File: config.mk
export PLATFORM = sky130hd
export DESIGN_NAME = fifo_stream_framer
export DESIGN_NICKNAME = d
export VERILOG_FILES = /design/src/rtl/stream_pkg.sv /design/src/rtl/stream_out_reg.sv /design/src/rtl/fifo_stream_framer.sv
export SDC_FILE = /design/constraint.sdc
export NUM_CORES = 1
export LEC_CHECK = 0
export ABC_AREA = 1
export BUFFER_PORTS_ARGS = -buffer_cell sky130_fd_sc_hd__buf_2
export CORE_ASPECT_RATIO = 0.8
export CORE_MARGIN = 3
export CORE_UTILIZATION = 50
export DETAILED_ROUTE_END_ITERATION = 8
export GPL_TIMING_DRIVEN = 0
export PLACE_DENSITY = 0.75
export SKIP_CTS_REPAIR_TIMING = 1
export SLEW_MARGIN = 20
export SYNTH_ARGS = -nofsm -noshare
export SYNTH_HDL_FRONTEND = slang
export SYNTH_HIERARCHICAL = 1
export SYNTH_SLANG_ARGS = --single-unit
export TNS_END_PERCENT = 5
File: constraint.sdc
create_clock -name i_clk -period 2.9 [get_ports i_clk]
set_clock_uncertainty 0.05 [all_clocks]
set_input_delay 0 -clock i_clk [delete_from_list [all_inputs] [get_ports i_clk]]
set_output_delay 0 -clock i_clk [all_outputs]
set_load 0.05 [all_outputs]
File: src/rtl/stream_pkg.sv
// Shared types and constants for the FIFO stream framer.
package stream_pkg;

  typedef enum logic [0:0] {
    O_EMPTY = 1'b0,
    O_PEND  = 1'b1
  } out_state_t;

  localparam int FRAME_CNT_W = 16;

endpackage

File: src/rtl/stream_out_reg.sv
// Single-entry valid/ready output register carrying a data word and its last flag.
module stream_out_reg #(
  parameter int WIDTH = 16
) (
  input  logic             i_clk,
  input  logic             i_rst,
  input  logic             i_load,
  input  logic [WIDTH-1:0] i_data,
  input  logic             i_last,
  input  logic             i_ready,
  output logic [WIDTH-1:0] o_data,
  output logic             o_last,
  output logic             o_valid
);

  logic [WIDTH-1:0] data_r;
  logic             last_r;
  logic             valid_r;

  // Load a new beat, or drop valid once the held beat has been accepted
  always_ff @(posedge i_clk) begin
    if (i_rst) begin
      data_r  <= '0;
      last_r  <= 1'b0;
      valid_r <= 1'b0;
    end else if (i_load) begin
      data_r  <= i_data;
      last_r  <= i_last;
      valid_r <= 1'b1;
    end else if (valid_r && i_ready) begin
      valid_r <= 1'b0;
    end
  end

  assign o_data  = data_r;
  assign o_last  = last_r;
  assign o_valid = valid_r;

endmodule

File: src/rtl/fifo_stream_framer.sv
// Drains a registered-read FIFO into a valid/ready stream framed in FRAME_LEN beats,
// closing a partial frame when the FIFO stays dry for TIMEOUT cycles.
module fifo_stream_framer
  import stream_pkg::*;
#(
  parameter int WIDTH     = 16,
  parameter int FRAME_LEN = 8,
  parameter int TIMEOUT   = 64
) (
  input  logic                   i_clk,
  input  logic                   i_rst,
  input  logic [WIDTH-1:0]       i_fifo_data,
  input  logic                   i_fifo_empty,
  output logic                   o_fifo_rd_incr,
  output logic [WIDTH-1:0]       o_data,
  output logic                   o_valid,
  output logic                   o_last,
  input  logic                   i_ready,
  output logic [FRAME_CNT_W-1:0] o_frame_count,
  output logic                   o_short_frame
);

  localparam int BEAT_W = $clog2(FRAME_LEN + 1);
  localparam int TMR_W  = (TIMEOUT > 0) ? $clog2(TIMEOUT + 1) : 1;
  localparam logic [BEAT_W-1:0] BEAT_LAST = BEAT_W'(FRAME_LEN - 1);
  localparam logic [TMR_W-1:0]  TMR_MAX   = TMR_W'(TIMEOUT);

  out_state_t               state_r;
  out_state_t               state_nxt_s;
  logic [WIDTH-1:0]         pend_data_r;
  logic                     empty_d_r;
  logic                     pop_d_r;
  logic [TMR_W-1:0]         timer_r;
  logic [BEAT_W-1:0]        beat_cnt_r;
  logic                     short_r;
  logic [FRAME_CNT_W-1:0]   frame_cnt_r;

  logic fetch_ok_s;
  logic pend_valid_s;
  logic out_free_s;
  logic beat_last_s;
  logic timeout_s;
  logic capture_s;
  logic transfer_s;
  logic xfer_last_s;
  logic xfer_short_s;

  // Fetch gating, pending-slot transfer decision and output FSM next state
  always_comb begin
    fetch_ok_s   = !i_rst && !i_fifo_empty && !empty_d_r && !pop_d_r;
    pend_valid_s = (state_r == O_PEND);
    out_free_s   = !o_valid || i_ready;
    beat_last_s  = (beat_cnt_r == BEAT_LAST);
    timeout_s    = (TIMEOUT != 0) && (timer_r == TMR_MAX);
    // A capture into a full slot always pushes the old word out in the same cycle
    capture_s    = fetch_ok_s && (!pend_valid_s || out_free_s);
    transfer_s   = pend_valid_s && out_free_s && (fetch_ok_s || beat_last_s || timeout_s);
    if (fetch_ok_s) begin
      xfer_last_s  = beat_last_s;
      xfer_short_s = 1'b0;
    end else begin
      xfer_last_s  = 1'b1;
      xfer_short_s = !beat_last_s;
    end
    state_nxt_s = state_r;
    case (state_r)
      O_EMPTY: begin
        if (capture_s) state_nxt_s = O_PEND;
        else           state_nxt_s = O_EMPTY;
      end
      O_PEND: begin
        if (transfer_s && !capture_s) state_nxt_s = O_EMPTY;
        else                          state_nxt_s = O_PEND;
      end
      default: state_nxt_s = O_EMPTY;
    endcase
  end

  // Pending slot, fetch history, idle timer, beat and frame counters
  always_ff @(posedge i_clk) begin
    if (i_rst) begin
      state_r     <= O_EMPTY;
      pend_data_r <= '0;
      empty_d_r   <= 1'b1;
      pop_d_r     <= 1'b0;
      timer_r     <= '0;
      beat_cnt_r  <= '0;
      short_r     <= 1'b0;
      frame_cnt_r <= '0;
    end else begin
      state_r   <= state_nxt_s;
      empty_d_r <= i_fifo_empty;
      pop_d_r   <= capture_s;
      if (capture_s) pend_data_r <= i_fifo_data;
      if (capture_s || transfer_s)
        timer_r <= '0;
      else if (pend_valid_s && (timer_r != TMR_MAX))
        timer_r <= timer_r + TMR_W'(1);
      if (transfer_s) begin
        beat_cnt_r <= xfer_last_s ? '0 : beat_cnt_r + BEAT_W'(1);
        short_r    <= xfer_short_s;
      end
      if (o_valid && i_ready && o_last) frame_cnt_r <= frame_cnt_r + FRAME_CNT_W'(1);
    end
  end

  stream_out_reg #(.WIDTH(WIDTH)) u_out_reg (
    .i_clk   (i_clk),
    .i_rst   (i_rst),
    .i_load  (transfer_s),
    .i_data  (pend_data_r),
    .i_last  (xfer_last_s),
    .i_ready (i_ready),
    .o_data  (o_data),
    .o_last  (o_last),
    .o_valid (o_valid)
  );

  assign o_fifo_rd_incr = capture_s;
  assign o_short_frame  = o_valid && i_ready && short_r;
  assign o_frame_count  = frame_cnt_r;

endmodule

==> flow_summary.json, run 1 <==
{
  "firstDrtPassIters": 4,
  "slowest_delay_ps": 550,
  "cp.arrival_ps": 2510,
  "cts_made_buffers": 9,
  "antennaDiodeCount": 0,
  "worst_pin_slew_ps": 406,
  "syn_to_final_growth_pct": 27.9,
  "yosys.area.top_type_share": 0.447,
  "netlist_area_sq_mm": 0.00291,
  "globalplace.congestion": 0.842,
  "fin_total_pwr_uw": 1900,
  "via_per_inst": 4.92,
  "fmax_mhz": 441,
  "io_buffers": 55,
  "endpoint_kind": "flip-flop",
  "die_height_um": 74.2,
  "hp-start": "i_fifo_data[2]",
  "r2r_start": "timer_r[0]",
  "fp-row-count": 24,
  "synth_edf_count": 0,
  "syn-num-nets": 423,
  "r2r_slack_ps": 630,
  "io_pins": 56,
  "yosysWarnings": 6,
  "grt_pass1_wl_mm": 11.0,
  "p_leak_uw": 0.00175,
  "layout.nets": 510,
  "crit_family": "buffers and inverters",
  "die_w_um": 91.3,
  "layout_min_cycle_time_ps": 2270,
  "antenna_found_initial": 0,
  "grtUsageTotal": 0.205,
  "clockBufferDepth": 2,
  "crit_chain": "inv_1, ha_1, nand2_1, nor2_2, nand2_2, nand2_2, buf_6, inv_8, buf_12, a21oi_2, dlygate4sd3_1",
  "dpl_cell_area_sq_mm": 0.00328,
  "hold_end": "pend_data_r[2]",
  "ys_types": 30,
  "cts_tree": "built",
  "finalSetupViolations": 0,
  "drc": 0,
  "power_density_mw_per_mm2": 509,
  "wirelength_mm": 7.06,
  "synth_seq_cells": 65,
  "outcome": "finished clean",
  "clk_latency_ps": 340,
  "syn_inst": 399,
  "hold_class": "input pin to flip-flop",
  "yosys_most_used_dff": "dfxtp_1",
  "r2r_end": "u_out_reg/o_valid",
  "fill_cells": 487,
  "tns_ps": 0,
  "fin_crit_sh": 0.782,
  "clk_pin_slew_ps": 70,
  "post-synth-top-count-cell": "nor2_1",
  "ys_top_cells_by_area": "dfxtp_1, nor2_1, nand2_1",
  "hpwl_mm": 4.78,
  "ant_nets": 0,
  "crit_slowest_cell": "dlygate4sd3_1",
  "cp.required_ps": 3140,
  "timing.hold.ws_ps": 396,
  "grt_max_degree": 12,
  "die_area_sq_mm": 0.00678,
  "ys_seq_area_frac": 0.447,
  "cap_violations": 0,
  "synthArstFlopShare": 0,
  "core_sq_mm": 0.00553,
  "placedCellCount": 532,
  "peakVddDrop_v": 0.000425,
  "reg2reg_depth": 11,
  "root_buffer": "clkbuf_8",
  "vias": 2795,
  "hold_viol_final": 0,
  "grt_pass1_vias": 2368,
  "final_cell_area_sq_mm": 0.00372,
  "synth_commonest_cells": "nor2_1, nand2_1, dfxtp_1",
  "overflow": 0,
  "cp_common_cell": "nand2_2",
  "worst-setup-path-type": "flip-flop to flip-flop",
  "syn_area_per_cell_sq_um": 7.29,
  "cp-startpoint": "timer_r[0]",
  "drtIter0Drc": 170,
  "startpoint_type": "flip-flop",
  "drt-wirelength-per-cell_um": 12.4,
  "yosysTopAreaCell": "dfxtp_1",
  "drive_gt1_frac": 0.208,
  "crit_buf_inv": 5,
  "slew_headroom": 0.729,
  "grt_setup_unrepaired": "false",
  "slew_violations": 0,
  "worstHoldPathCells": 4,
  "cts.sink_count": 65,
  "stdcell_count": 568,
  "htree_levels": 3,
  "path_max_fanout": 10,
  "initial_core_util": 0.527
}
[cell type report]
| cell class | count | area (sq um) | share of cell area |
|---|---|---|---|
| multi-input cells | 284 | 1350 | 0.362 |
| flip-flops and latches | 65 | 1300 | 0.350 |
| repair buffers | 76 | 485 | 0.130 |
| inverters | 39 | 154 | 0.0414 |
| clock buffers | 11 | 151 | 0.0407 |
| plain buffers | 11 | 106 | 0.0286 |
| well taps | 78 | 97.6 | 0.0262 |
| clock inverters | 4 | 76.3 | 0.0205 |
[routing by layer]
layer	global-route usage	vias up	part of all wire
met2	0.310	78	0.46
met4	0.0836	0	0.014
met3	0.0718	12	0.054
met5	0	-	0
met1	0.272	1274	0.47
li1	-	1431	-
[flip-flops by register name (all words and copies together) (netlist names)]
| name | flops |
|---|---|
| o_frame_count | 16 |
| pend_data_r | 16 |
| u_out_reg/o_data | 16 |
| timer_r | 7 |
| beat_cnt_r | 4 |
| empty_d_r | 1 |
| pend_valid_s | 1 |
| pop_d_r | 1 |
| short_r | 1 |
| u_out_reg/o_last | 1 |
| u_out_reg/o_valid | 1 |
[cells in the final DEF (no fill, tap or decap), drive strengths merged]
master,synthesis,layout
a21oi,12,12
and3,1,1
buf,10,65
bufinv,0,2
clkbuf,1,12
clkinv,0,1
clkinvlp,0,1
dfxtp,65,65
dlygate4sd3,0,21
ha,4,4
inv,39,39
nand2,75,75
nand3,18,18
nand3b,2,2
nand4,6,6
nor2,118,118
nor3,2,2
o21ai,38,38
xnor2,3,3
xor2,5,5
[cell families after synthesis]
group	Yosys count	synth area share
AND/OR/NAND/NOR	222	0.334
flip-flops	65	0.447
AO/OA/AOI/OAI	50	0.0886
buffers and inverters	50	0.0894
XOR/XNOR	8	0.0241
adder cells (fa/ha/maj)	4	0.0172
[worst reg2reg max path, stage by stage (launching register included)]
cell	delay, ps
dfxtp_1	350
inv_1	110
ha_1	150
nand2_1	70
nor2_2	160
nand2_2	140
nand2_2	150
buf_6	180
inv_8	60
buf_12	140
a21oi_2	120
dlygate4sd3_1	550
[power breakdown]
group	total [uW]	switching (uW)	internal, uW	leakage, uW
Clock	868	341	527	0.000112
Combinational	114	63.1	51.0	0.00112
Sequential	913	8.05	905	0.000525
Total	1900	412	1480	0.00175
[per-stage QoR]
| step | setup WS (ps) | utilization |
|---|---|---|
| 4_1_cts | 1090 | 0.635 |
| 3_5_place_dp | 1100 | 0.594 |
| 2_1_floorplan | 1120 | - |
| 5_1_grt | 475 | 0.673 |
| 3_3_place_gp | 1140 | 0.594 |
| 6_report | 632 | 0.673 |
[worst max-delay path by stage]
stage / cells after the start / slack, ps / to
4_1_cts: 10 / 1090 / u_out_reg/o_data[10]
3_3_place_gp: 11 / 1140 / u_out_reg/o_data[12]
2_1_floorplan: 7 / 1120 / u_out_reg/o_data[10]
3_5_place_dp: 11 / 1100 / u_out_reg/o_data[10]
6_report: 11 / 630 / u_out_reg/o_valid
5_1_grt: 11 / 470 / u_out_reg/o_valid
(Power assumes the default switching activity.)
==> inputs of run 2 (changes only) <==
==> constraint.sdc (replaced) <==
create_clock -name i_clk -period 2.2 [get_ports i_clk]
set_clock_uncertainty 0.05 [all_clocks]
set_input_delay 0 -clock i_clk [delete_from_list [all_inputs] [get_ports i_clk]]
set_output_delay 0 -clock i_clk [all_outputs]
set_load 0.05 [all_outputs]
==> run 2 against run 1 <==
  * Global-route usage unchanged
  * Fmax increased by 20%
  * Routed wire length barely moved
  * Final cell count is 0.18% lower
  * Utilization decreased by 0.18 points
  * First-iteration DRC count grew 4.1%
  * Sequential share of layout area is 0.094 points higher
  * Worst hold slack got worse by 14 ps
  * Critical path depth decreased by 1
  * Via count decreased by 0.75%
  * Sequential power grew 31%
  * Register-to-register slack got worse by 320 ps
  * Largest cell class unchanged
  * Highest routed layer unchanged
==> flow_summary.json, run 2 (synthesis gave the netlist of run 1 again) <==
{
  "clk_latency_ps": 340,
  "cts_made_buffers": 9,
  "cap_violations": 0,
  "worst_pin_slew_ps": 397,
  "drc": 0,
  "swShare": 0.218,
  "dpl_cell_area_sq_mm": 0.00328,
  "die_height_um": 74.2,
  "cts.sink_count": 65,
  "dr_wl_met3_um": 343,
  "wirelength_mm": 7.05,
  "fp-row-count": 24,
  "drt-wirelength-per-cell_um": 12.4,
  "final_cell_area_sq_mm": 0.00371,
  "io_buffers": 55,
  "fmax_mhz": 530,
  "fill_cells": 488,
  "mostFrequentLayoutCell": "nor2_1",
  "syn_to_final_growth_pct": 27.5,
  "io_pins": 56,
  "clk_pin_slew_ps": 70,
  "via_per_inst": 4.89,
  "die_w_um": 91.3,
  "slew_headroom": 0.734,
  "hold_viol_final": 0,
  "seqPwrFrac": 0.482,
  "path_max_fanout": 10,
  "fin_total_pwr_uw": 2500,
  "finalSetupViolations": 0,
  "hold_class": "input pin to flip-flop",
  "crit_chain": "inv_1, ha_1, nand2_1, nor2_2, nand2_2, nand2_2, buf_6, buf_8, o21ai_0, nor2_1",
  "combPwrFrac": 0.060,
  "vias": 2774,
  "clkPwrFrac": 0.458,
  "grt_max_degree": 12,
  "clockBufferDepth": 2,
  "grt_pass1_vias": 2368,
  "firstDrtPassIters": 4,
  "peakVddDrop_v": 0.000561,
  "slowest_delay_ps": 400,
  "slew_violations": 0,
  "worst-setup-path-type": "flip-flop to flip-flop",
  "grt_pass1_wl_mm": 11.0,
  "cts_tree": "built",
  "fin_crit_sh": 0.858,
  "antenna_found_initial": 0,
  "drtIter0Drc": 177,
  "overflow": 0,
  "layout_min_cycle_time_ps": 1890,
  "p_sw_uw": 544,
  "p_leak_uw": 0.00175,
  "outcome": "finished clean",
  "root_buffer": "clkbuf_8",
  "layout.nets": 509,
  "drive_gt1_frac": 0.209,
  "die_area_sq_mm": 0.00678,
  "antennaDiodeCount": 0,
  "startpoint_type": "flip-flop",
  "grtUsageTotal": 0.205,
  "htree_levels": 3,
  "seqCellArea_sq_mm": 0.00130,
  "globalplace.congestion": 0.842,
  "core_sq_mm": 0.00553,
  "ant_nets": 0,
  "p_int_uw": 1960,
  "cp_common_cell": "nand2_2",
  "initial_core_util": 0.527,
  "cp.arrival_ps": 2060,
  "multi_input_area_sq_mm": 0.00135,
  "power_density_mw_per_mm2": 674,
  "tns_ps": 0,
  "most-common-layout-cells": "nor2_1, nand2_1, dfxtp_1",
  "top_layer": "met4",
  "cp.required_ps": 2370,
  "grt_setup_unrepaired": "false",
  "timing.hold.ws_ps": 382,
  "hpwl_mm": 4.78,
  "wl_met2_mm": 3.27,
  "endpoint_kind": "flip-flop",
  "crit_slowest_cell": "dfxtp_1",
  "r2r_slack_ps": 310,
  "drt-met1-wl_mm": 3.34
}
[run 2: cell type report]
type                            count  area share
Buffer                             11      0.0287
Clock buffer                       11      0.0408
Clock inverter                      4      0.0206
Inverter                           39      0.0415
Multi-Input combinational cell    284       0.363
Sequential cell                    65       0.351
Tap cell                           78      0.0263
Timing Repair Buffer               75       0.128
[run 2: per-layer routing]
| metal | vias to the layer above | track usage |
|---|---|---|
| met3 | 12 | 0.0718 |
| met5 | - | 0 |
| li1 | 1428 | - |
| met1 | 1260 | 0.272 |
| met4 | 0 | 0.0836 |
| met2 | 74 | 0.310 |
[run 2: power by group through the flow]
stage	clock (uW)	combinational, uW	sequential, uW
after CTS	1160	122	1200
after global routing	1220	166	1200
final	1150	150	1200
after global placement	0	119	1230
after detailed placement	0	121	1230
after floorplan	0	70.4	1240
[run 2: critical path: cells and delay by family, from the launching register on]
| kind | cells | cell delay [ps] |
|---|---|---|
| compound gates | 1 | 230 |
| fa+ha+maj | 1 | 200 |
| flops | 1 | 400 |
| buf+inv | 3 | 410 |
| simple gates | 5 | 490 |
[run 2: stage by stage]
stage / util / setup WS, ps / instances
after CTS: 0.635 / 386 / 547
after global placement: 0.594 / 437 / 532
after floorplan: - / 421 / 399
final: 0.672 / 312 / 567
after detailed placement: 0.594 / 399 / 532
after global routing: 0.672 / 194 / 567
[run 2: final timing paths]
check	endpoint	cells past startpoint	start
min	u_out_reg/o_valid	3	i_rst
min reg2reg	o_frame_count[8]	2	o_frame_count[8]
max reg2reg	u_out_reg/o_data[6]	10	timer_r[0]
max	u_out_reg/o_data[6]	10	timer_r[0]
